<file path="src/rtl/cfg_writer_pkg.sv">
// Shared definitions for the configuration frame writer: sync byte, FSM state
// encoding and register map sizing.
package cfg_writer_pkg;

  localparam logic [7:0] SYNC_BYTE     = 8'hA5;
  localparam int         REG_COUNT_DEF = 38;
  localparam int         WORD_BYTES    = 4;

  typedef enum logic [2:0] {
    ST_IDLE,
    ST_ADDR,
    ST_COUNT,
    ST_DATA,
    ST_WRITE
  } state_t;

  // 9-bit compare so start+count cannot alias past the register map
  function automatic logic range_bad(input logic [7:0] start, input logic [7:0] n,
                                     input int reg_count);
    return (n == 8'd0) || ((9'(start) + 9'(n)) > 9'(reg_count));
  endfunction

endpackage

</file>
<file path="src/rtl/imodbus.sv">
// Register write bus between the frame writer and the configuration register file.
interface IModBus #(
  parameter int ADRR_SIZE = 6,
  parameter int DATA_SIZE = 32
);
  logic                 awvalid;
  logic                 dwvalid;
  logic                 wready;
  logic [ADRR_SIZE-1:0] waddr;
  logic [DATA_SIZE-1:0] wdata;

  modport master (output awvalid, output dwvalid, output waddr, output wdata, input wready);
  modport slave  (input awvalid, input dwvalid, input waddr, input wdata, output wready);
endinterface

</file>
<file path="src/rtl/cfg_word_packer.sv">
// Assembles four little-endian bytes into one data word; the first byte ends up
// in the least significant position.
module cfg_word_packer #(
  parameter int DATA_SIZE = 32
) (
  input  logic                 aclk,
  input  logic                 areset,
  input  logic                 clr,
  input  logic                 shift,
  input  logic [7:0]           din,
  output logic [DATA_SIZE-1:0] word_next,
  output logic                 last
);

  logic [1:0]           idx;
  logic [DATA_SIZE-1:0] shreg;

  assign word_next = {din, shreg[DATA_SIZE-1:8]};
  assign last      = shift && (idx == 2'd3);

  always_ff @(posedge aclk) begin
    if (areset || clr) begin
      idx   <= 2'd0;
      shreg <= '0;
    end else if (shift) begin
      shreg <= word_next;
      idx   <= idx + 2'd1;
    end
  end

endmodule

</file>
<file path="src/rtl/cfg_writer.sv">
// Byte-stream command decoder: parses A5/ADDR/COUNT/data frames and issues
// register writes on the IModBus master port.
//
// state    | meaning
// IDLE     | hunting for sync byte, discarding everything else
// ADDR     | waiting for start address byte
// COUNT    | waiting for word count byte
// DATA     | collecting 4 bytes of the current word
// WRITE    | holding awvalid/dwvalid until wready
module cfg_writer
  import cfg_writer_pkg::*;
#(
  parameter int ADRR_SIZE = 6,
  parameter int DATA_SIZE = 32,
  parameter int REG_COUNT = REG_COUNT_DEF,
  parameter int TIMEOUT   = 1024
) (
  input  logic        aclk,
  input  logic        areset,
  input  logic [7:0]  s_tdata,
  input  logic        s_tvalid,
  output logic        s_tready,
  IModBus.master      mConfig,
  input  logic        err_clr,
  output logic        busy,
  output logic        err_sticky,
  output logic [15:0] frames_ok
);

  localparam int TW = $clog2(TIMEOUT + 1);

  state_t               state;
  logic [ADRR_SIZE-1:0] addr_q;
  logic [7:0]           remain_q;
  logic [TW-1:0]        idle_cnt;

  logic                 accept;
  logic                 active;
  logic                 timeout;
  logic                 addr_bad;
  logic                 cnt_bad;
  logic                 err_evt;
  logic [DATA_SIZE-1:0] pk_word;
  logic                 pk_last;

  assign accept   = s_tvalid && s_tready;
  assign active   = (state == ST_ADDR) || (state == ST_COUNT) || (state == ST_DATA);
  assign timeout  = active && !accept && (idle_cnt == '0);
  assign addr_bad = 9'(s_tdata) >= 9'(REG_COUNT);
  assign cnt_bad  = range_bad(8'(addr_q), s_tdata, REG_COUNT);
  assign err_evt  = timeout ||
                    (accept && (((state == ST_ADDR) && addr_bad) ||
                                ((state == ST_COUNT) && cnt_bad)));
  assign busy     = (state != ST_IDLE);

  cfg_word_packer #(.DATA_SIZE(DATA_SIZE)) u_packer (
    .aclk      (aclk),
    .areset    (areset),
    .clr       (state != ST_DATA),
    .shift     (accept && (state == ST_DATA)),
    .din       (s_tdata),
    .word_next (pk_word),
    .last      (pk_last)
  );

  always_ff @(posedge aclk) begin
    if (areset) begin
      state           <= ST_IDLE;
      s_tready        <= 1'b0;
      mConfig.awvalid <= 1'b0;
      mConfig.dwvalid <= 1'b0;
      mConfig.waddr   <= '0;
      mConfig.wdata   <= '0;
      addr_q          <= '0;
      remain_q        <= '0;
      idle_cnt        <= '0;
      err_sticky      <= 1'b0;
      frames_ok       <= '0;
    end else begin
      // a new error wins over a simultaneous clear
      err_sticky <= err_evt || (err_sticky && !err_clr);

      if (accept)
        idle_cnt <= TW'(TIMEOUT - 1);
      else if (active && idle_cnt != '0)
        idle_cnt <= idle_cnt - 1'b1;

      case (state)
        ST_IDLE: begin
          s_tready <= 1'b1;
          if (accept && s_tdata == SYNC_BYTE)
            state <= ST_ADDR;
        end
        ST_ADDR: begin
          if (timeout)
            state <= ST_IDLE;
          else if (accept) begin
            if (addr_bad)
              state <= ST_IDLE;
            else begin
              addr_q <= s_tdata[ADRR_SIZE-1:0];
              state  <= ST_COUNT;
            end
          end
        end
        ST_COUNT: begin
          if (timeout)
            state <= ST_IDLE;
          else if (accept) begin
            if (cnt_bad)
              state <= ST_IDLE;
            else begin
              remain_q <= s_tdata;
              state    <= ST_DATA;
            end
          end
        end
        ST_DATA: begin
          if (timeout)
            state <= ST_IDLE;
          else if (pk_last) begin
            state           <= ST_WRITE;
            s_tready        <= 1'b0;
            mConfig.awvalid <= 1'b1;
            mConfig.dwvalid <= 1'b1;
            mConfig.waddr   <= addr_q;
            mConfig.wdata   <= pk_word;
          end
        end
        ST_WRITE: begin
          if (mConfig.wready) begin
            mConfig.awvalid <= 1'b0;
            mConfig.dwvalid <= 1'b0;
            s_tready        <= 1'b1;
            addr_q          <= addr_q + 1'b1;
            remain_q        <= remain_q - 8'd1;
            if (remain_q == 8'd1) begin
              frames_ok <= frames_ok + 16'd1;
              state     <= ST_IDLE;
            end else
              state <= ST_DATA;
          end
        end
        default: state <= ST_IDLE;
      endcase
    end
  end

endmodule

</file>
<file path="src/flat_wrapper.sv">
// flat-port wrapper written by rule: the top's interface ports become plain ports
module cfg_writer_flat import cfg_writer_pkg::*;
#(
  parameter int ADRR_SIZE = 6,
  parameter int DATA_SIZE = 32,
  parameter int REG_COUNT = REG_COUNT_DEF,
  parameter int TIMEOUT   = 1024
)
  (aclk, areset, s_tdata, s_tvalid, s_tready, err_clr, busy, err_sticky, frames_ok, mConfig_awvalid, mConfig_dwvalid, mConfig_waddr, mConfig_wdata, mConfig_wready);
  IModBus #(.ADRR_SIZE(ADRR_SIZE), .DATA_SIZE(DATA_SIZE)) mConfig_i ();
  input  logic aclk;
  input  logic areset;
  input  logic [7:0] s_tdata;
  input  logic s_tvalid;
  output logic s_tready;
  input  logic err_clr;
  output logic busy;
  output logic err_sticky;
  output logic [15:0] frames_ok;
  output wire logic [$bits(mConfig_i.awvalid)-1:0] mConfig_awvalid;
  output wire logic [$bits(mConfig_i.dwvalid)-1:0] mConfig_dwvalid;
  output wire logic [$bits(mConfig_i.waddr)-1:0] mConfig_waddr;
  output wire logic [$bits(mConfig_i.wdata)-1:0] mConfig_wdata;
  input wire logic [$bits(mConfig_i.wready)-1:0] mConfig_wready;
  assign mConfig_awvalid = mConfig_i.awvalid;
  assign mConfig_dwvalid = mConfig_i.dwvalid;
  assign mConfig_waddr = mConfig_i.waddr;
  assign mConfig_wdata = mConfig_i.wdata;
  assign mConfig_i.wready = mConfig_wready;
  cfg_writer #(.ADRR_SIZE(ADRR_SIZE), .DATA_SIZE(DATA_SIZE), .REG_COUNT(REG_COUNT), .TIMEOUT(TIMEOUT)) u_core (.aclk(aclk), .areset(areset), .s_tdata(s_tdata), .s_tvalid(s_tvalid), .s_tready(s_tready), .mConfig(mConfig_i), .err_clr(err_clr), .busy(busy), .err_sticky(err_sticky), .frames_ok(frames_ok));
endmodule
</file>
<file path="config.mk">
export PLATFORM = sky130hd
export DESIGN_NAME = cfg_writer_flat
export DESIGN_NICKNAME = d
export VERILOG_FILES = /design/src/rtl/cfg_writer_pkg.sv /design/src/rtl/imodbus.sv /design/src/rtl/cfg_word_packer.sv /design/src/rtl/cfg_writer.sv /design/src/flat_wrapper.sv
export SDC_FILE = /design/constraint.sdc
export NUM_CORES = 1
export LEC_CHECK = 0
export ABC_AREA = 0
export CORE_MARGIN = 1.5
export CORE_UTILIZATION = 40
export DETAILED_ROUTE_END_ITERATION = 12
export HOLD_SLACK_MARGIN = 0.05
export PLACE_DENSITY = 0.72
export SLEW_MARGIN = 0
export SYNTH_ARGS = -nofsm -noshare
export SYNTH_HDL_FRONTEND = slang
export SYNTH_SLANG_ARGS = --single-unit
</file>
<file path="constraint.sdc">
create_clock -name aclk -period 4.8 [get_ports aclk]
set_input_delay 0.72 -clock aclk [delete_from_list [all_inputs] [get_ports aclk]]
set_output_delay 0.72 -clock aclk [all_outputs]
set_load 0.1 [all_outputs]
</file>
==> qor.txt, run 1 <==
Hold Crit Start: u_core.mConfig.wdata[20]
Area Growth Syn to Fin: 22.4%
Met2 usage: 32.1%
Drt pass-1 iters: 5
CTS tree: yes
Max Clock Freq: 0.280 GHz
Slew margin rel.: 33.3%
Post-CTS Hold Fix Bufs: 0
RSZ-0062 raised after global routing: no
CP Launch Type: input port
First-pass GRT wire length: 21,000 µm
Reg2reg path depth: 9
Syn nets: 619
Vias per inst: 5.51
Tightest Pin Transition: 0.997 ns
Syn Area/Cell: 8.53 µm²
Tmin final: 3.57 ns
Post-CTS Resized: 0
Largest stage delay, worst path: 0.72 ns
Ant. Diodes: 0
Vias in the first global route: 4,213
IO Port Bufs: 71
CTS buffer count: 9
Setup Buffers After CTS: 0
Non-Filler Instances: 818
Die H: 115 µm
Pint: 1380 µW
Met3 Use GR: 3.61%
IO Pins: 72
DRC errors left: 0
Critical Path End Type: flop
Worst skew pair latency: 0.34 ns
Worst Clk Skew: 0.00755 ns
Post-Route Setup TNS: 0 ns
Ys async rst share: 0%
R2r endpoint: u_core.remain_q[3]
Antenna-violating nets left: 0
Post-synth EDFFs: 0
Seq/Total Area, Yosys: 43.9%
Yosys synthesis warning count: 0
Full die area: 13,300 µm²
CTS H-tree lvls: 3
Sw frac: 22.2%
Largest net degree at the start of global routing: 54
Max_cap viols: 0
Overall routing resource usage: 19.6%
Core area: 12,200 µm²
Starting Density: 41.6%
Psw: 393 µW
Final critical-path share of the clock period: 74.4%
Final core utilization: 50.9%
Busiest grt layer: met2
Fin. Hold Viols: 0
Placed insts: 802
Worst Setup SP: s_tdata[0]
Hold slack final: 0.455 ns
Register share of total power: 52.7%
Cell family with most CP delay: compound AO/OA/AOI/OAI gates
Clock power share: 42.4%
Root Driver: clkbuf_16
GRT Residual Overflow: 0
Reg clk slew, reported paths: 0.07 ns
Site Rows: 40
Pleak: 0.00222 µW
Maximum vdd drop: 0.000250 V
Status: complete, no violations
Violation count after the first detailed-route iteration: 313
WL final: 12,700 µm
Hold path depth: 2
Syn Inst Count: 593
CP Buf/Inv Count: 2
Via count: 4,504
Final Slew Violations: 0
Post-synthesis cell area: 5060 µm²
Slowest stage cell on the critical path: clkdlybuf4s50_1
Number of antenna violations at the first check in global routing: 0
Data arrival, critical path: 3.82 ns
Average wire per standard cell: 15.5 µm
Reg2reg setup slack: 1.92 ns
Crit path max fanout: 8
Met1 usage: 26.5%
Hold worst-path end: u_core.mConfig.wdata[20]
Power per cell area: 286 nW/µm²
Primary FF master, synth: dfxtp_1
Layout cells sized above 1: 8.77%
Crit path required time: 5.05 ns
Final setup vio count: 0
Gate power share: 4.9%
Post-synthesis register bit count: 111
R2R Path Start: u_core.addr_q[0]
DP HPWL: 8940 µm
Placer Congestion: 0.958
CP Class: input port to flop
Clk buf depth: 2
NumNets Final: 671
Die Wd: 115 µm
Min-Delay Path Class: flop to flop
CTS sink count: 111
Count of different cell masters after synthesis: 60
Crit-path cells: clkdlybuf4s50_1, ha_1, inv_1, fa_1, xnor2_1, a32oi_1, o311ai_0, o21ai_0, o21ai_1, o32ai_1
final cells by class:
type / count / area [µm²]
well taps: 168 / 210
repair buffers: 76 / 743
clock inverters: 4 / 53.8
clock buffers: 12 / 246
flip-flops and latches: 111 / 2220
inverters: 18 / 67.6
fillers: 1150 / 5970
multi-input cells: 429 / 2650
cells in the final DEF (no fill, tap or decap), types with 3 or more instances in the layout:
master / netlist / final
dfxtp_1: 111 / 111
nand2_1: 108 / 108
a21oi_1: 71 / 71
clkdlybuf4s50_1: 0 / 70
nor2_1: 43 / 43
o221a_2: 25 / 25
xnor2_1: 19 / 19
inv_1: 17 / 17
o21ai_0: 15 / 15
ha_1: 12 / 12
nand2b_1: 11 / 11
o32ai_1: 9 / 9
clkbuf_16: 0 / 9
nor3_1: 10 / 8
xor2_1: 8 / 8
nand4_1: 8 / 8
nand3_1: 7 / 7
nor4_1: 6 / 6
and3_1: 6 / 6
or3_1: 5 / 5
buf_4: 1 / 5
nor3_2: 3 / 4
and2_1: 3 / 4
a211o_1: 4 / 4
o2111ai_1: 4 / 4
o21a_1: 3 / 3
a31oi_1: 3 / 3
o211a_1: 3 / 3
o211ai_1: 3 / 3
a22oi_1: 3 / 3
tightest hold or removal path: cells and delay by family (launching register included):
kind / cells / cell delay [ns]
AOI/OAI and AO/OA: 1 / 0.05
and+or+nand+nor: 1 / 0.05
DFF: 1 / 0.31
kinds of logic (layout without fill, tap and decap cells):
logic type / after synthesis / after routing / synth area share (%)
compound gates: 162 / 162 / 22.5
xor+xnor: 27 / 27 / 4.67
fa+ha+maj: 13 / 13 / 3.36
buf+inv: 53 / 110 / 4.06
flops: 111 / 111 / 43.9
mux: 2 / 2 / 0.396
simple gates: 225 / 225 / 21.1
registers in the layout, indices dropped and copies added (netlist names):
name,flops
u_core.mConfig.wdata,32
u_core.u_packer.shreg,24
u_core.frames_ok,16
u_core.idle_cnt,11
u_core.remain_q,8
u_core.addr_q,6
u_core.mConfig.waddr,6
u_core.state,3
u_core.u_packer.idx,2
u_core.err_sticky,1
u_core.mConfig.awvalid,1
u_core.s_tready,1
power by group through the flow:
| stage | Sequential, µW | Combinational (µW) | Clock (µW) |
|---|---|---|---|
| floorplan | 956 | 50.1 | 0 |
| global placement | 953 | 83.9 | 0 |
| detailed placement | 954 | 86.1 | 0 |
| CTS | 932 | 86.4 | 769 |
| global route | 933 | 94.8 | 810 |
| finish | 933 | 87.3 | 752 |
cells in the mapped netlist, drive strengths merged (3+ instances only):
library cell | count | area [µm²]
o21a | 3 | 22.5
o211a | 3 | 30.0
nor4 | 8 | 71.3
o21ai | 17 | 85.1
a21oi | 71 | 355
dfxtp | 111 | 2220
and3 | 6 | 37.5
clkbuf | 31 | 116
a31oi | 3 | 18.8
xnor2 | 19 | 166
a22oi | 3 | 22.5
ha | 12 | 150
or3 | 5 | 31.3
o221a | 25 | 282
nand3 | 7 | 35.0
o211ai | 3 | 22.5
buf | 4 | 21.3
nor3 | 13 | 80.1
xor2 | 8 | 70.1
o2111ai | 4 | 35.0
o32ai | 9 | 78.8
a211o | 4 | 35.0
nand4 | 10 | 75.1
nor2 | 43 | 161
inv | 17 | 63.8
and2 | 4 | 25.0
nand2b | 11 | 68.8
nand2 | 108 | 405
metal layers:
| layer | part of all wire, % | wire (µm) |
|---|---|---|
| met1 | 47 | 5940 |
| met2 | 46 | 5850 |
| met3 | 5.1 | 651 |
| met4 | 1.6 | 205 |
| met5 | 0 | 0 |
stage by stage:
stage | area (µm²) | worst slack, ns | total power (µW)
after CTS | 6190 | 1.27 | 1790
after floorplan | 5060 | 2.09 | 1010
after detailed placement | 5890 | 0.915 | 1040
after global placement | 5890 | 1.06 | 1040
after global routing | 6190 | 1.06 | 1840
final | 6190 | 1.23 | 1770
worst max path at each step:
stage | end | slack, ns | cells past startpoint
floorplan | u_core.remain_q[1] | 2.09 | 9
global placement | u_core.remain_q[7] | 1.06 | 10
detailed placement | u_core.remain_q[3] | 0.92 | 10
CTS | u_core.remain_q[3] | 1.27 | 10
global route | u_core.remain_q[3] | 1.06 | 10
finish | u_core.remain_q[3] | 1.23 | 10
(Power assumes the default switching activity.)
==> run 2, diff against run 1 <==
- clock period: 4.8 -> 3.6 ns (I/O delays scaled with it)
==> qor.txt, run 2 (synthesis gave the netlist of run 1 again) <==
Post-CTS Hold Fix Bufs: 0
Data arrival, critical path: 3.31 ns
Maximum vdd drop: 0.000187 V
Pleak: 0.00224 µW
Clk buf depth: 2
Worst setup margin: 0.495 ns
Commonest non-fill, non-tap cell in the layout: dfxtp_1
NumNets Final: 677
CP Class: input port to flop
Sw frac: 23.8%
Reg clk slew, reported paths: 0.07 ns
Drt pass-1 iters: 6
Non-Filler Instances: 824
Die H: 115 µm
First-pass GRT wire length: 21,400 µm
Status: complete, no violations
Fin. Hold Viols: 0
Violation count after the first detailed-route iteration: 391
DP HPWL: 9150 µm
CTS H-tree lvls: 3
Slew margin rel.: 32.1%
CTS tree: yes
WL final: 13,200 µm
CP Launch Type: input port
Pint: 1780 µW
Layout cells sized above 1: 9.76%
Max_cap viols: 0
GRT Residual Overflow: 0
Post-place setup slack: 0.181 ns
Final setup vio count: 0
CTS buffer count: 9
Crit path required time: 3.80 ns
Reg with most FFs: u_core.mConfig.wdata
IO Pins: 72
Post-Route Setup TNS: 0 ns
Area used by multi-input combinational logic: 2650 µm²
Register share of total power: 53.3%
Placer Congestion: 0.834
Area Growth Syn to Fin: 22.9%
DRC errors left: 0
Die Wd: 115 µm
Gate power share: 5.1%
Setup Buffers After CTS: 0
Final critical-path share of the clock period: 86.3%
IO Port Bufs: 71
Worst Clk Skew: 0.00618 ns
Sequential cell area: 2220 µm²
Psw: 555 µW
Fillers: 1,180
Site Rows: 40
Starting Density: 41.6%
Largest net degree at the start of global routing: 95
Most frequent cells in the layout: dfxtp_1 (111), nand2_1 (108), a21oi_1 (71)
Number of antenna violations at the first check in global routing: 0
Tmin final: 3.11 ns
Power per cell area: 375 nW/µm²
RSZ-0062 raised after global routing: no
Vias in the first global route: 4,326
Final core utilization: 51.1%
CTS sink count: 111
Ant. Diodes: 0
Vias per inst: 5.59
Max FFs per register: 32
Clock power share: 41.6%
Critical Path End Type: flop
Min-Delay Path Class: flop to flop
Placed insts: 808
Post-CTS Resized: 0
Via count: 4,605
Average wire per standard cell: 16.0 µm
Antenna-violating nets left: 0
Core area: 12,200 µm²
Overall routing resource usage: 20.5%
Tightest Pin Transition: 1.01 ns
Root Driver: clkbuf_16
Crit path max fanout: 8
Max Clock Freq: 0.322 GHz
Final Slew Violations: 0
Worst skew pair latency: 0.35 ns
Full die area: 13,300 µm²
Top Registers: u_core.mConfig.wdata: 32 flops, u_core.u_packer.shreg: 24 flops, u_core.frames_ok: 16 flops
[run 2: routing by layer]
layer  vias to the layer above  wire length (µm)  part of all wire, %  GRT usage, %
li1                       2245                 -                    -             -
met1                      2198              6100                   46          26.5
met2                       143              6090                   46          33.6
met3                        19               702                  5.3          4.13
met4                         0               284                  2.2          8.31
met5                         -                 0                    0             0
[run 2: per-stage QoR]
| stage | hold WS, ns | area, µm² | total power, µW |
|---|---|---|---|
| 4_1_cts | 0.458 | 6220 | 2350 |
| 3_3_place_gp | 0.444 | 5930 | 1390 |
| 5_1_grt | 0.468 | 6220 | 2420 |
| 2_1_floorplan | 0.432 | 5060 | 1340 |
| 6_report | 0.457 | 6220 | 2330 |
| 3_5_place_dp | 0.448 | 5930 | 1390 |
[run 2: path summary, 6_finish.rpt]
path	startpoint	end	slack, ns	cells after the start
worst max-delay path	s_tdata[1]	u_core.remain_q[4]	0.49	9
worst max register to register	u_core.addr_q[0]	u_core.remain_q[4]	0.77	9
worst min-delay path	u_core.mConfig.wdata[9]	u_core.mConfig.wdata[9]	0.46	2
worst min register to register	u_core.mConfig.wdata[9]	u_core.mConfig.wdata[9]	0.46	2
[run 2: critical path: stages]
cell and delay (ns):
clkdlybuf4s50_1 0.66, inv_1 0.11, fa_1 0.46, nand2b_1 0.20, a21bo_2 0.21, a211o_1 0.36
and3_1 0.20, o21ai_1 0.39, o32ai_1 0.18
[run 2: area by class of cell]
class	instances	share of cell area [%]
Timing Repair Buffer	82	12.6
Inverter	18	1.09
Clock inverter	4	0.584
Clock buffer	12	3.96
Tap cell	168	3.38
Multi-Input combinational cell	429	42.6
Sequential cell	111	35.7
[run 2: power groups by stage]
stage / Clock [µW] / Combinational, µW / Sequential [µW]
2_1_floorplan: 0 / 66.8 / 1270
3_3_place_gp: 0 / 115 / 1270
3_5_place_dp: 0 / 117 / 1270
4_1_cts: 990 / 118 / 1240
5_1_grt: 1040 / 130 / 1240
6_report: 971 / 119 / 1240
==> run 3, diff against run 2 <==
- CORE_MARGIN: 1.5 -> 2
==> qor.txt, run 3 (synthesis gave the netlist of run 1 again) <==
Hold slack final: 0.456 ns
Largest net degree at the start of global routing: 42
Starting Density: 40.6%
Overall routing resource usage: 19.7%
Core area: 12,500 µm²
Psw: 527 µW
Power per cell area: 380 nW/µm²
Worst Clk Skew: 0.00890 ns
CTS buffer count: 9
Crit path max fanout: 8
Sequential cell area: 2220 µm²
WL final: 12,900 µm
CTS tree: yes
Max Clock Freq: 0.328 GHz
Min-Delay Path Class: flop to flop
Layout cells sized above 1: 9.76%
Reg clk slew, reported paths: 0.07 ns
Setup Buffers After CTS: 0
Tightest Pin Transition: 0.985 ns
Site Rows: 41
Data arrival, critical path: 3.33 ns
CTS sink count: 111
Worst setup margin: 0.550 ns
Reg with most FFs: u_core.mConfig.wdata
Gate power share: 5.0%
Cell family with most CP delay: compound AO/OA/AOI/OAI gates
Final core utilization: 50.0%
Vias per inst: 5.56
Status: complete, no violations
Critical Path End Type: flop
Largest stage delay, worst path: 0.54 ns
Post-Route Setup TNS: 0 ns
Post-CTS Hold Fix Bufs: 0
Number of antenna violations at the first check in global routing: 0
Root Driver: clkbuf_16
Final Slew Violations: 0
R2r endpoint: u_core.remain_q[1]
Register share of total power: 52.5%
Area Growth Syn to Fin: 23.2%
Worst skew pair latency: 0.35 ns
Die H: 116 µm
CP Class: input port to flop
Final critical-path share of the clock period: 84.7%
Max FFs per register: 32
DRC errors left: 0
Hold worst-path end: u_core.mConfig.waddr[5]
Antenna-violating nets left: 0
Clk buf depth: 2
Violation count after the first detailed-route iteration: 355
First-pass GRT wire length: 21,300 µm
Area used by multi-input combinational logic: 2640 µm²
Pint: 1840 µW
Hold path depth: 2
R2R Path Start: u_core.addr_q[0]
Slew margin rel.: 34.1%
Die Wd: 116 µm
Hold Crit Start: u_core.mConfig.waddr[5]
Pleak: 0.00224 µW
NumNets Final: 677
Placer Congestion: 0.941
Full die area: 13,600 µm²
Reg2reg setup slack: 0.83 ns
Crit path required time: 3.88 ns
Tmin final: 3.05 ns
Final setup vio count: 0
Max_cap viols: 0
Reg2reg path depth: 9
Post-CTS Resized: 0
Fin. Hold Viols: 0
Post-place setup slack: 0.222 ns
Vias in the first global route: 4,409
CTS H-tree lvls: 3
Average wire per standard cell: 15.5 µm
CP Launch Type: input port
IO Port Bufs: 71
RSZ-0062 raised after global routing: no
Most frequent cells in the layout: dfxtp_1 (111), nand2_1 (108), a21oi_1 (71)
Clock power share: 42.4%
DP HPWL: 9240 µm
Crit-path cells: clkdlybuf4s50_1, ha_1, inv_1, fa_1, nand2b_1, a21oi_1, xor2_1, o21ai_0, o21ai_1, mux2i_1
Drt pass-1 iters: 5
Top Registers: u_core.mConfig.wdata: 32 flops, u_core.u_packer.shreg: 24 flops, u_core.frames_ok: 16 flops
Slowest stage cell on the critical path: clkdlybuf4s50_1
Maximum vdd drop: 0.000281 V
IO Pins: 72
Via count: 4,607
Sw frac: 22.3%
Commonest non-fill, non-tap cell in the layout: dfxtp_1
Fillers: 1,188
Ant. Diodes: 0
CP Buf/Inv Count: 2
GRT Residual Overflow: 0
[run 3: cell count changes in the layout (fill, tap and decap cells not counted)]
cell       previous run  this run
nor3_2                4         5
inv_6                 2         0
nor3_4                1         0
inv_8                 1         0
clkinv_4              0         2
bufinv_16             0         1
[run 3: through the flow]
stage | power [µW] | area, µm² | instances
after CTS | 2390 | 6230 | 828
final | 2370 | 6230 | 828
after global routing | 2440 | 6230 | 828
after global placement | 1380 | 5930 | 812
after detailed placement | 1390 | 5930 | 812
after floorplan | 1340 | 5060 | 593
[run 3: area by class of cell]
class	count	area share (%)
timing repair buffer	82	12.6
tap	172	3.45
clock buffer	12	3.95
clock inverter	4	0.883
sequential	111	35.6
inverter	18	1.08
multi-input combinational	429	42.4
[run 3: worst max-delay path by stage]
stage                               start                 end  slack [ns]  depth (start not counted)
after global placement         s_tdata[0]  u_core.remain_q[1]        0.33                         10
after CTS                      s_tdata[1]  u_core.remain_q[1]        0.58                          9
after floorplan           u_core.s_tready    u_core.addr_q[3]        1.06                          6
after global routing           s_tdata[1]  u_core.remain_q[1]        0.42                          9
final                          s_tdata[0]  u_core.remain_q[1]        0.55                         10
after detailed placement       s_tdata[0]  u_core.remain_q[1]        0.22                         10
[run 3: worst reg2reg max path, stage by stage, from the launching register on]
cell,delay (ns)
dfxtp_1,0.44
ha_1,0.23
inv_1,0.06
fa_1,0.39
nand2b_1,0.20
a21oi_1,0.20
xor2_1,0.23
o21ai_0,0.16
o21ai_1,0.54
mux2i_1,0.25
[run 3: power by group through the flow]
stage                     Sequential (µW)  Combinational (µW)  Clock [µW]
after global routing                 1240                 129        1070
after global placement               1270                 113           0
final                                1240                 119        1000
after CTS                            1240                 118        1030
after detailed placement             1270                 117           0
after floorplan                      1270                66.8           0
[run 3: per-layer routing]
layer	vias to the layer above	share of wire (%)	global-route usage, %
met5	-	0	0
met2	158	48	33.7
met3	22	6.1	4.62
li1	2244	-	-
met1	2183	44	24.8
met4	0	1.6	5.56
